===== src/rtl/sparc_ifu_thrsched_pkg.sv =====
// Shared IFU definitions for the thread scheduler: thread-FSM state encodings,
// scheduler controller states and a small one-hot helper.
package sparc_ifu_thrsched_pkg;

  // Thread-FSM state encodings as presented by the per-thread FSMs
  localparam logic [4:0] THR_RDY      = 5'b11001;
  localparam logic [4:0] THR_RUN      = 5'b00101;
  localparam logic [4:0] THR_SPEC_RUN = 5'b00111;
  localparam logic [4:0] THR_SPEC_RDY = 5'b10011;

  // Scheduler controller states
  typedef enum logic {
    SCH_IDLE = 1'b0,
    SCH_RUN  = 1'b1
  } sch_state_e;

  // Convert a one-hot (or zero) 4-bit grant to a thread id
  function automatic logic [1:0] onehot_to_id(input logic [3:0] oh);
    logic [1:0] id;
    id = 2'd0;
    for (int i = 0; i < 4; i++) begin
      if (oh[i]) id = 2'(i);
    end
    return id;
  endfunction

endpackage


===== src/rtl/sparc_ifu_thrsched_rrarb.sv =====
// 4-way round-robin arbiter: the search starts at ptr and walks upward,
// wrapping 3->0; the first requester found wins.
module sparc_ifu_rrarb (
  input  logic [3:0] req,
  input  logic [1:0] ptr,
  output logic [3:0] gnt,
  output logic       any
);

  logic [1:0] w_idx;

  // Walk from the farthest candidate back to ptr so the nearest requester wins
  always_comb begin
    gnt   = 4'b0000;
    w_idx = 2'd0;
    for (int k = 3; k >= 0; k--) begin
      w_idx = ptr + 2'(k);
      if (req[w_idx]) gnt = 4'b0001 << w_idx;
    end
  end

  assign any = |req;

endmodule


===== src/rtl/sparc_ifu_thrsched.sv =====
// IFU thread scheduler: picks a ready thread round-robin, switches it in,
// and switches the current thread out on a fetch-control request when
// another thread is eligible. All outputs are registered pulses/state.
// Optional feature macro: IFU_SPEC_PICK_EN -- SPEC_RDY threads become
// eligible as a lower-priority class behind RDY threads.
// Handshake: there is no back-pressure; schedule/switch_out are one-cycle
// pulses that the thread FSMs must accept in the cycle they are high.
// Scan chain order: si -> state -> ptr[0..1] -> cur_thr[0..1] -> cur_vld
// -> schedule[0..3] -> switch_out[0..3] -> so.
module sparc_ifu_thrsched
  import sparc_ifu_thrsched_pkg::*;
(
  input  logic       clk,
  input  logic       arst_l,
  input  logic       se,
  input  logic       si,
  output logic       so,
  input  logic [4:0] thr_state_t0,
  input  logic [4:0] thr_state_t1,
  input  logic [4:0] thr_state_t2,
  input  logic [4:0] thr_state_t3,
  input  logic       sw_req,
  input  logic       hold,
  output logic [3:0] schedule,
  output logic [3:0] switch_out,
  output logic [1:0] cur_thr,
  output logic       cur_vld,
  output logic       dbg_state,
  output logic [1:0] dbg_ptr
);

  sch_state_e r_state;
  logic [1:0] r_ptr;
  logic [1:0] r_cur_thr;
  logic       r_cur_vld;
  logic [3:0] r_schedule;
  logic [3:0] r_switch_out;

  logic [4:0] w_st [4];
  logic [3:0] w_rdy;
  logic [3:0] w_excl;
  logic [3:0] w_gnt_rdy;
  logic       w_any_rdy;
  logic [3:0] w_gnt;
  logic       w_any;
  logic [1:0] w_win;
  logic [4:0] w_cur_st;
  logic       w_lost;

  assign w_st[0] = thr_state_t0;
  assign w_st[1] = thr_state_t1;
  assign w_st[2] = thr_state_t2;
  assign w_st[3] = thr_state_t3;

  // Eligibility decode; the running thread is never a switch-in candidate
  always_comb begin
    w_rdy = 4'b0000;
    for (int i = 0; i < 4; i++) begin
      w_rdy[i] = (w_st[i] == THR_RDY);
    end
  end

  assign w_excl = (r_state == SCH_RUN) ? (4'b0001 << r_cur_thr) : 4'b0000;

  sparc_ifu_rrarb u_arb_rdy (
    .req (w_rdy & ~w_excl),
    .ptr (r_ptr),
    .gnt (w_gnt_rdy),
    .any (w_any_rdy)
  );

`ifdef IFU_SPEC_PICK_EN
  logic [3:0] w_spec;
  logic [3:0] w_gnt_spec;
  logic       w_any_spec;

  // Speculatively-ready threads form a second, lower-priority class
  always_comb begin
    w_spec = 4'b0000;
    for (int i = 0; i < 4; i++) begin
      w_spec[i] = (w_st[i] == THR_SPEC_RDY);
    end
  end

  sparc_ifu_rrarb u_arb_spec (
    .req (w_spec & ~w_excl),
    .ptr (r_ptr),
    .gnt (w_gnt_spec),
    .any (w_any_spec)
  );

  assign w_gnt = w_any_rdy ? w_gnt_rdy : w_gnt_spec;
  assign w_any = w_any_rdy | w_any_spec;
`else
  assign w_gnt = w_gnt_rdy;
  assign w_any = w_any_rdy;
`endif

  assign w_win    = onehot_to_id(w_gnt);
  assign w_cur_st = w_st[r_cur_thr];

  // The freshly switched-in thread still shows RDY while schedule is high,
  // so the lost check is masked in that cycle.
  assign w_lost = (r_state == SCH_RUN) && !(|r_schedule) &&
                  (w_cur_st != THR_RUN) && (w_cur_st != THR_SPEC_RUN);

  // Controller FSM with registered pulses; scan shift takes priority over function
  always_ff @(posedge clk or negedge arst_l) begin
    if (!arst_l) begin
      r_state      <= SCH_IDLE;
      r_ptr        <= 2'd0;
      r_cur_thr    <= 2'd0;
      r_cur_vld    <= 1'b0;
      r_schedule   <= 4'b0000;
      r_switch_out <= 4'b0000;
    end else if (se) begin
      r_state      <= sch_state_e'(si);
      r_ptr        <= {r_ptr[0], logic'(r_state)};
      r_cur_thr    <= {r_cur_thr[0], r_ptr[1]};
      r_cur_vld    <= r_cur_thr[1];
      r_schedule   <= {r_schedule[2:0], r_cur_vld};
      r_switch_out <= {r_switch_out[2:0], r_schedule[3]};
    end else begin
      r_schedule   <= 4'b0000;
      r_switch_out <= 4'b0000;
      case (r_state)
        SCH_IDLE: begin
          if (!hold && w_any) begin
            r_schedule <= w_gnt;
            r_cur_thr  <= w_win;
            r_cur_vld  <= 1'b1;
            r_ptr      <= w_win + 2'd1;
            r_state    <= SCH_RUN;
          end
        end
        SCH_RUN: begin
          if (w_lost) begin
            r_cur_vld <= 1'b0;
            r_state   <= SCH_IDLE;
          end else if (sw_req && !hold && w_any) begin
            r_switch_out <= 4'b0001 << r_cur_thr;
            r_schedule   <= w_gnt;
            r_cur_thr    <= w_win;
            r_ptr        <= w_win + 2'd1;
          end
        end
        default: r_state <= SCH_IDLE;
      endcase
    end
  end

  assign schedule   = r_schedule;
  assign switch_out = r_switch_out;
  assign cur_thr    = r_cur_thr;
  assign cur_vld    = r_cur_vld;
  assign so         = r_switch_out[3];
  assign dbg_state  = r_state;
  assign dbg_ptr    = r_ptr;

endmodule


===== config.mk =====
export PLATFORM = sky130hd
export DESIGN_NAME = sparc_ifu_thrsched
export DESIGN_NICKNAME = d
export VERILOG_FILES = /design/src/rtl/sparc_ifu_thrsched_pkg.sv /design/src/rtl/sparc_ifu_thrsched_rrarb.sv /design/src/rtl/sparc_ifu_thrsched.sv
export SDC_FILE = /design/constraint.sdc
export NUM_CORES = 1
export LEC_CHECK = 0
export ABC_AREA = 1
export ABC_CLOCK_PERIOD_IN_PS = 2000
export CORE_ASPECT_RATIO = 0.5
export CORE_MARGIN = 2
export CORE_UTILIZATION = 30
export CTS_CLUSTER_DIAMETER = 200
export DETAILED_ROUTE_END_ITERATION = 7
export GPL_ROUTABILITY_DRIVEN = 1
export PLACE_DENSITY = 0.54
export SLEW_MARGIN = 20
export SYNTH_ARGS = -nofsm -noshare
export SYNTH_HDL_FRONTEND = slang
export SYNTH_SLANG_ARGS = --single-unit

===== constraint.sdc =====
create_clock -name clk -period 2 [get_ports clk]
set_input_delay 0.6 -clock clk [delete_from_list [all_inputs] [get_ports clk]]
set_output_delay 0.6 -clock clk [all_outputs]
set_load 0.05 [all_outputs]

==> run_results.csv <==
group,metric,value,unit
status,status,"complete, but fails checks",
status,violations,"negative setup slack",
route,dr.pass1.iters,4,
hold_path,hold_path_class,"flop to flop",
cts,cts_sinks,14,
cells_and_area,insertedDiodeCount,0,
synthesis,synthCells,209,
synthesis,synthTopCellsByArea,"dfrtp_1 24%, nand2_1 12%, nand3_1 7.8%",
hold_path,min_from,"switch_out[2]",
setup_path,required,2.17,ns
cells_and_area,nets,332,
sta,relSlewSlack,79.9,%
setup_path,critPathMaxFanout,6,
synthesis,synth_edf_count,0,
grt,grt_util_all_layers,17.7,%
cts,ctsLongestPathBuffers,2,
pwr,vdd_drop_max,771,uV
synthesis,synthArstFlopShare,100,%
setup_path,critPathLaunchType,"flop",
synthesis,synth_area,1470,sq um
cells_and_area,ff_latch_area,360,sq um
setup_path,end_kind,"flop",
setup_path,rrSetupSlack,-0.01,ns
placement,port_buffers,40,
hold_path,whs_path_depth,2,
sta,worstMarginPinSlew,0.300,ns
placement,hpwl,3580,um
sta,period_share,101,%
setup_path,r2r-end,"cur_thr[0]",
setup_path,worstReg2RegStart,"dbg_ptr[0]",
placement,post-place-ws,-0.559,ns
synthesis,yosys.area.top_type_share,23.8,%
cells_and_area,drive_gt1_share,51.5,%
flow_run,max_cap_violations,0,
cts,cts_root_buf,"clkbuf_8",
grt,grt_pass1_vias,1597,
grt,grt_max_degree,15,
setup_path,critical_path_class,"flop to flop",
pwr,cellLeakagePower,1.24,nW
cells_and_area,syn_to_final_growth,77.0,%
synthesis,yosysMostFrequentCell,"nand2_1",
setup_path,crit_arrival,2.18,ns
hold_path,holdPathEnd,"switch_out[3]",
floorplan,dieWidth,103,um
sta,finalHoldViolations,0,
sta,drv_slew,0,
cts,clock_latency,0.25,ns
cts,htree_levels,1,
cells_and_area,multiInputGateArea,1240,sq um
sta,rsz0062_at_grt,"yes",
synthesis,synth_top_cell_by_area,"dfrtp_1",
sta,worst_slack,-0.0119,ns
cts,numCtsBuffers,3,
synthesis,synthFlopType,"dfrtp_1",
floorplan,core,4550,sq um
synthesis,syn_avg_cell_area,7.05,sq um
synthesis,synthesis.nets,243,
placement,place_congestion,0.891,
route,via_per_inst,4.66,
cts,clkTransAtPathRegs,0.06,ns
route,dr.first_iter.drc_count,59,
setup_path,r2r_cells,14,
route,antenna_left,0,
sta,timing.final.crit_period,2.01,ns
floorplan,io_pins,41,
grt,grt_pass1_wl,7420,um
cells_and_area,fill_cells,455,
cts,cts_tree,"done",
floorplan,rows,17,
synthesis,synthDistinctLibCells,34,
synthesis,yosys_register_bits,14,
sta,finClkSkew,0.00823,ns
cts,hold_buffers,0,
route,routed_wl,4740,um
route,wire_per_inst,13.1,um
sta,setup_viol_count_final,2,
pwr,pwr_density_cell,1520,nW/um^2
grt,grt-ovfl-total,0,
grt,grt_antenna_before_repair,0,
floorplan,die_h,53.5,um
synthesis,synth_commonest_cells,"47 x nand2_1, 25 x inv_1, 23 x nand3_1, 14 x dfrtp_1, 14 x nor2_1",
route,vias,1692,
sta,whs,0.488,ns
synthesis,ys_warn_count,0,
floorplan,dieArea,5520,sq um
floorplan,initial_utilization,32.4,%
sta,fmax,497,MHz
route,drc,0,
synthesis,seq_area_frac_synth,23.8,%
[routing by layer]
layer  global-route usage (%)  routed length (um)  vias to the layer above
met1                     24.1                2270                      797
met2                     30.1                2260                       26
li1                         -                   -                      865
met5                        0                   0                        -
met4                     2.63                  34                        0
met3                     3.38                 182                        4
[worst max-delay path by stage]
stage / start / endpoint / slack, ns / depth (start not counted)
6_report: dbg_ptr[0] / cur_thr[0] / -0.01 / 14
3_3_place_gp: thr_state_t3[0] / dbg_ptr[0] / -0.54 / 16
5_1_grt: dbg_ptr[0] / cur_thr[0] / -0.12 / 14
4_1_cts: thr_state_t2[2] / dbg_ptr[0] / 0.008 / 15
2_1_floorplan: dbg_ptr[0] / dbg_ptr[0] / -0.03 / 13
3_5_place_dp: thr_state_t3[0] / dbg_ptr[0] / -0.56 / 16
[worst max-delay path: stages (launching register included)]
cell and delay [ns]:
dfrtp_4 0.43, clkinvlp_4 0.16, ha_4 0.31, inv_4 0.07
nand3_4 0.10, nand2_8 0.11, buf_6 0.10, nand2_4 0.05
inv_4 0.06, nand2_4 0.05, a21oi_4 0.15, nand2_1 0.07
nand2_1 0.07, nand2_2 0.06, a21oi_2 0.13
[placed cells by master (no fill, tap or decap), types with 2 or more instances in the layout]
master,synthesis,routed
a21oi_1,6,4
a21oi_2,1,3
a21oi_4,2,2
a22oi_1,2,2
buf_12,0,4
buf_4,1,54
buf_6,0,4
clkbuf_2,0,3
clkbuf_8,0,3
clkdlybuf4s15_1,0,6
clkdlybuf4s50_1,0,5
dfrtp_1,14,10
dfrtp_2,0,2
dfrtp_4,0,2
dlygate4sd2_1,0,11
ha_1,8,7
inv_1,25,21
inv_2,5,6
inv_4,0,2
nand2_1,47,37
nand2_2,10,17
nand2_4,1,3
nand3_1,23,15
nand3_2,10,9
nand3_4,2,11
nand4_1,2,2
nor2_1,14,8
nor2_2,7,7
nor2_4,1,7
o211ai_1,2,2
o21ai_0,10,5
o21ai_1,2,4
o21ai_2,1,3
o21ai_4,2,3
[power breakdown]
part / internal (mW) / total [mW] / leakage [nW] / switching [mW]
logic: 1.45 / 3.26 / 1.04 / 1.81
registers: 0.371 / 0.468 / 0.176 / 0.0969
clock network: 0.141 / 0.244 / 0.0228 / 0.103
[per-stage QoR]
| stage | utilization [%] | instances | instance area, sq um | setup TNS (ns) | power (mW) |
|---|---|---|---|---|---|
| floorplan | - | 209 | 1500 | -0.0337 | 2.12 |
| global placement | 49.1 | 346 | 2230 | -5.79 | 2.98 |
| detailed placement | 49.1 | 346 | 2230 | -6.34 | 2.99 |
| CTS | 53.3 | 357 | 2430 | 0 | 3.43 |
| global route | 57.3 | 363 | 2610 | -0.393 | 4.26 |
| finish | 57.3 | 363 | 2610 | -0.0162 | 3.97 |
[cell families (layout without fill, tap and decap cells)]
family | after synthesis | count (layout) | synth area share (%)
AOI/OAI and AO/OA | 33 | 33 | 16.3
buffers and inverters | 34 | 122 | 8.92
adders and majority gates | 8 | 8 | 6.80
DFF | 14 | 14 | 23.8
and+or+nand+nor | 120 | 120 | 44.2
[state kept, by name, summed over array words and instances (netlist names)]
register	cells
cur_thr	2
cur_vld	1
dbg_ptr	2
dbg_state	1
schedule	4
switch_out	4
[final cells by class]
class | count | area share [%]
sequential | 14 | 13.8
timing repair buffer | 87 | 28.9
clock buffer | 4 | 1.73
inverter | 31 | 4.80
tap | 66 | 3.17
multi-input combinational | 161 | 47.6
[repair_timing]
action | 4_1_cts | 5_1_grt
endpoints found under the hold margin | 0 | 0
pin swaps | 25 | 39
buffers inserted | 8 | 6
endpoints found under the setup margin | 13 | 12
resized for setup | 52 | 45
No activity file was read; power rests on OpenSTA's default activity.
